`src/rtl/mul_sched.sv`:
```
// mul_sched: round-robin 2-client front end and sequencer for the
// repeated-addition multiplier datapath (A reg, P accumulator, B down-counter).
module mul_sched #(
  parameter int unsigned WIDTH    = 16,
  parameter int unsigned MAX_ITER = 65535
) (
  input  logic             clk,
  input  logic             rst_n,
  input  logic [1:0]       req,
  input  logic [WIDTH-1:0] op_a0,
  input  logic [WIDTH-1:0] op_b0,
  input  logic [WIDTH-1:0] op_a1,
  input  logic [WIDTH-1:0] op_b1,
  output logic [1:0]       gnt,
  output logic             busy,
  output logic             rsp_valid,
  input  logic             rsp_ready,
  output logic             rsp_id,
  output logic [WIDTH-1:0] rsp_data,
  output logic             rsp_err,
  output logic [WIDTH-1:0] dp_bus,
  output logic             dp_ldA,
  output logic             dp_ldB,
  output logic             dp_ldP,
  output logic             dp_clrP,
  output logic             dp_decB,
  input  logic             dp_eqz,
  input  logic [WIDTH-1:0] dp_prod
);

  localparam int unsigned IW = (MAX_ITER < 2) ? 1 : $clog2(MAX_ITER + 1);

  typedef enum logic [2:0] {
    S_IDLE   = 3'd0,
    S_LOAD_A = 3'd1,
    S_LOAD_B = 3'd2,
    S_RUN    = 3'd3,
    S_CAPT   = 3'd4,
    S_RESP   = 3'd5
  } state_t;

  state_t            state;
  logic              prio;
  logic              owner;
  logic              err;
  logic [WIDTH-1:0]  op_a;
  logic [WIDTH-1:0]  op_b;
  logic [WIDTH-1:0]  result;
  logic [IW-1:0]     iter;

  logic              any_req;
  logic              win;
  logic              run_step;

  // Arbitration: priority client wins if requesting, otherwise the other one.
  always_comb begin
    any_req = |req;
    win     = prio;
    if (!req[prio]) begin
      win = ~prio;
    end
  end

  // Grant is a same-cycle pulse in IDLE so the operands sampled at this edge belong to it.
  assign gnt = (state == S_IDLE && rst_n && any_req) ? (win ? 2'b10 : 2'b01) : 2'b00;

  // One add/decrement per RUN cycle until the counter hits zero or the watchdog trips.
  assign run_step = (state == S_RUN) && !dp_eqz && (iter != IW'(MAX_ITER));
  assign dp_ldP   = run_step;
  assign dp_decB  = run_step;

  // Moore-decoded datapath strobes and status.
  assign dp_ldA    = (state == S_LOAD_A);
  assign dp_ldB    = (state == S_LOAD_B);
  assign dp_clrP   = (state == S_LOAD_B);
  assign busy      = (state != S_IDLE);
  assign rsp_valid = (state == S_RESP);
  assign rsp_id    = owner;
  assign rsp_data  = result;
  assign rsp_err   = err;

  // Shared bus carries the latched operand only while it is being loaded.
  always_comb begin
    dp_bus = '0;
    case (state)
      S_LOAD_A: dp_bus = op_a;
      S_LOAD_B: dp_bus = op_b;
      default:  dp_bus = '0;
    endcase
  end

  // Sequencer state, operand/result capture and round-robin pointer.
  always_ff @(posedge clk) begin
    if (!rst_n) begin
      state  <= S_IDLE;
      prio   <= 1'b0;
      owner  <= 1'b0;
      err    <= 1'b0;
      op_a   <= '0;
      op_b   <= '0;
      result <= '0;
      iter   <= '0;
    end else begin
      case (state)
        S_IDLE: begin
          if (any_req) begin
            op_a  <= win ? op_a1 : op_a0;
            op_b  <= win ? op_b1 : op_b0;
            owner <= win;
            err   <= 1'b0;
            state <= S_LOAD_A;
          end
        end
        S_LOAD_A: begin
          state <= S_LOAD_B;
        end
        S_LOAD_B: begin
          iter  <= '0;
          state <= S_RUN;
        end
        S_RUN: begin
          if (dp_eqz) begin
            state <= S_CAPT;
          end else if (iter == IW'(MAX_ITER)) begin
            err   <= 1'b1;
            state <= S_CAPT;
          end else begin
            iter <= iter + IW'(1);
          end
        end
        S_CAPT: begin
          result <= err ? '0 : dp_prod;
          state  <= S_RESP;
        end
        S_RESP: begin
          if (rsp_ready) begin
            prio  <= ~owner;
            state <= S_IDLE;
          end
        end
        default: begin
          state <= S_IDLE;
        end
      endcase
    end
  end

endmodule

```
`config.mk`:
```
export PLATFORM = sky130hd
export DESIGN_NAME = mul_sched
export DESIGN_NICKNAME = d
export VERILOG_FILES = /design/src/rtl/mul_sched.sv
export SDC_FILE = /design/constraint.sdc
export NUM_CORES = 1
export LEC_CHECK = 0
export CAP_MARGIN = 20
export CORE_AREA = 3 3 92 94
export DETAILED_ROUTE_END_ITERATION = 16
export DIE_AREA = 0 0 95 97
export PLACE_DENSITY = 0.8
export SYNTH_ARGS = -nofsm -noshare
export SYNTH_HDL_FRONTEND = slang
export SYNTH_SLANG_ARGS = --single-unit
```
`constraint.sdc`:
```
create_clock -name clk -period 3.6 [get_ports clk]
set_input_delay 0.72 -clock clk [delete_from_list [all_inputs] [get_ports clk]]
set_output_delay 0.72 -clock clk [all_outputs]
set_load 0.01 [all_outputs]
```
==> results.md <==
- Status: complete, no violations
- RSZ-0062 raised after global routing: no
- Worst-path clk slew: 0.07 ns
- CTS Root Cell: clkbuf_8
- Hold Path Stages: 2
- Worst reg2reg endpoint: iter[7]
- DRC viols: 0
- P_sw: slightly above 0.6 mW
- Endpoints failing hold: 0
- Commonest non-fill, non-tap cell in the layout: clkdlybuf4s50_1
- Layout Nets: around 600
- Total of max-cap violations: 0
- Setup_tns: 0 ns
- Period utilization: 90.5%
- Syn_nets: 481
- CP max stage cell: clkdlybuf4s50_1
- Comb power frac: 26.3%
- Warning count from the yosys run: 0
- WP data arrival: ~2.5 ns
- Num Clock Sinks: 70
- Area growth syn-to-layout: 45.2%
- CTS tree: done
- Register area share after synthesis: 40.4%
- Clk pwr share: 30.8%
- Sequential Power Share: 42.9%
- CP Launch Point: state[1]
- Longest Clk Path Bufs: 2
- DR pass1 iterations: 4
- Internal Power: 1.50 mW
- Final ANT Viol Nets: 0
- Maximum VDD drop: 0.253 mV
- Initial antenna violation count: 0
- Setup Fix Bufs, Post-CTS: 0
- Fill cell count: approximately 630
- Ant. Diodes: 0
- Hold-fix buffers at CTS: 0
- Req. time, crit path: 2.88 ns
- Initial Util: 44.9%
- Kind of critical path: flop to output port
- Critical-path cell list: or3b_2 -> clkinv_1 -> a22o_1 -> clkdlybuf4s50_1
- CP startpoint kind: flop
- CP endpoint kind: output port
- Class of the worst hold path: flop to flop
- Fraction of registers with async set/reset: 0%
- CP endpoint: dp_bus[0]
- Routed wire per std cell: 15.4 um
- Achievable Freq: between 300 and 400 MHz
- Core box area: slightly below 0.008 sq mm
- Top Ports: 129
- Clk Latency, worst-skew pair: 0.34 ns
- Measured slew at the worst slew-check pin: 1.05 ns
- Synthesized cell area: 0.00347 sq mm
- Reg-to-Reg Start: iter[0]
- Detailed Route Iter0 Violations: 234
- Sw Ratio: 29.3%
- Post-CTS resize count: 0
- Via/cell ratio: 5.58
- CTS H-tree lvls: 3
- Die ar.: 0.00922 sq mm
- Share of cells above drive strength 1: 7.38%
- Post-synth EDFFs: 0
- Total wire length: 9520 um
- # port buffers: around 130
- Slew Limit Headroom: 29.8%
- P_leak: 1.82 nW
- RD Place Congestion: 0.890
- Die Y: 97 um
- Largest net degree at the start of global routing: 67
- Largest stage delay on the critical path: approximately 0.55 ns
- Hold slack: 0.452 ns
- Minimum clock period: about 3.3 ns
- Worst R2R Setup Slack: approximately 1.3 ns
- Horiz. Die Dim: 95 um
- Vias in the first global route: 3208
- Final Slew Violations: 0
- Core Rows: 32
- Synth Register Bits: 70
- Skew final: slightly above 0.009 ns
- Post-synth top flop: dfxtp_1
- Grt total ovfl: 0
- Final setup viols: 0
- Num CTS Buffers: 9
- Via count: 3445
- Mapped Cells: slightly below 400
- Cell area power density: 421 mW/mm^2
- Post-DP HPWL: 6770 um
- First-pass GRT wire length: 15400 um
- Hold Crit Start: rsp_data[14]
- Global-route usage over all layers: about a fifth
- Reg2reg path depth: 5
- Most frequent cells in the layout: clkdlybuf4s50_1, dfxtp_1, nor2_1
- Crit Path Max Fanout: 19
- Synth unique cells: 53
- Syn avg cell area: 8.80 sq um
kinds of logic after synthesis:
group	after synthesis	share of synthesized area (%)
buf+inv	40	5.13
simple gates	142	22.2
mux	35	10.2
compound gates	105	21.4
xor+xnor	1	0.253
fa+ha+maj	1	0.361
flops	70	40.4
power groups by stage:
stage	combinational, mW	sequential, mW	clock (mW)
floorplan	0.315	0.909	0
global placement	0.551	0.920	0
detailed placement	0.559	0.924	0
CTS	0.562	0.907	0.663
global route	0.612	0.918	0.695
finish	0.558	0.909	0.652
flip-flops by register name, summed over array words and instances (netlist names):
register / count
iter: 16
op_a: 16
op_b: 16
prio: 1
rsp_data: 16
rsp_err: 1
rsp_id: 1
state: 3
metrics by stage:
step	area [sq um]	setup slack [ns]	total power, mW	util, %	cells
global route	5030	0.171	2.23	65.1	617
global placement	4820	0.392	1.47	62.4	601
floorplan	3470	1.13	1.22	-	394
detailed placement	4820	0.369	1.48	62.4	601
finish	5030	0.342	2.12	65.1	617
CTS	5030	0.315	2.13	65.1	617
critical path, delay by kind of cell, from the launching register on:
kind            cells  cell delay (ns)
compound gates      1             0.26
flops               1             0.54
buf+inv             2             0.89
simple gates        1             0.51
cells in the mapped netlist, drive strengths merged (2+ instances only):
cell type,count,area share [%]
o211ai,4,0.87
nor3b,2,0.43
o21a,5,1.1
and3,5,0.90
a31oi,3,0.54
a41oi,2,0.51
or3,3,0.54
nand2b,6,1.1
dfxtp,70,40
a211oi,33,7.1
o21ai,3,0.43
a21oi,28,4.0
nand3b,16,3.5
nand2,27,2.9
buf,16,2.5
a311oi,2,0.51
nor2b,2,0.36
mux2i,35,10
a22o,16,4.0
nand4,5,1.1
nand3,8,1.2
nor4,5,0.90
clkbuf,18,2.0
or4,6,1.3
nor3,6,0.87
nor2,42,4.5
and4,3,0.79
o311ai,2,0.51
inv,5,0.54
worst min-delay path by stage:
| stage | end | slack, ns |
|---|---|---|
| after floorplan | iter[6] | 0.45 |
| final | rsp_data[14] | 0.45 |
| after detailed placement | rsp_data[14] | 0.45 |
| after global routing | rsp_data[8] | 0.47 |
| after CTS | rsp_data[14] | 0.46 |
| after global placement | rsp_data[5] | 0.44 |
cell type report:
| type | instances | area (sq um) | share of cell area [%] |
|---|---|---|---|
| Clock buffer | 11 | 151 | 3.01 |
| Clock inverter | 5 | 57.6 | 1.14 |
| Inverter | 6 | 22.5 | 0.448 |
| Multi-Input combinational cell | 284 | 1910 | 37.9 |
| Sequential cell | 70 | 1400 | 27.8 |
| Tap cell | 102 | 128 | 2.54 |
| Timing Repair Buffer | 139 | 1360 | 27.1 |
routing by layer:
metal	vias to the layer above	track usage [%]	routed length, um	share of wire (%)
met1	1568	27.3	4040	42
li1	1701	-	-	-
met3	18	5.29	872	9.2
met2	158	32.6	4420	46
met5	-	0	0	0
met4	0	6.66	184	1.9
No activity file was read; power rests on OpenSTA's default activity.
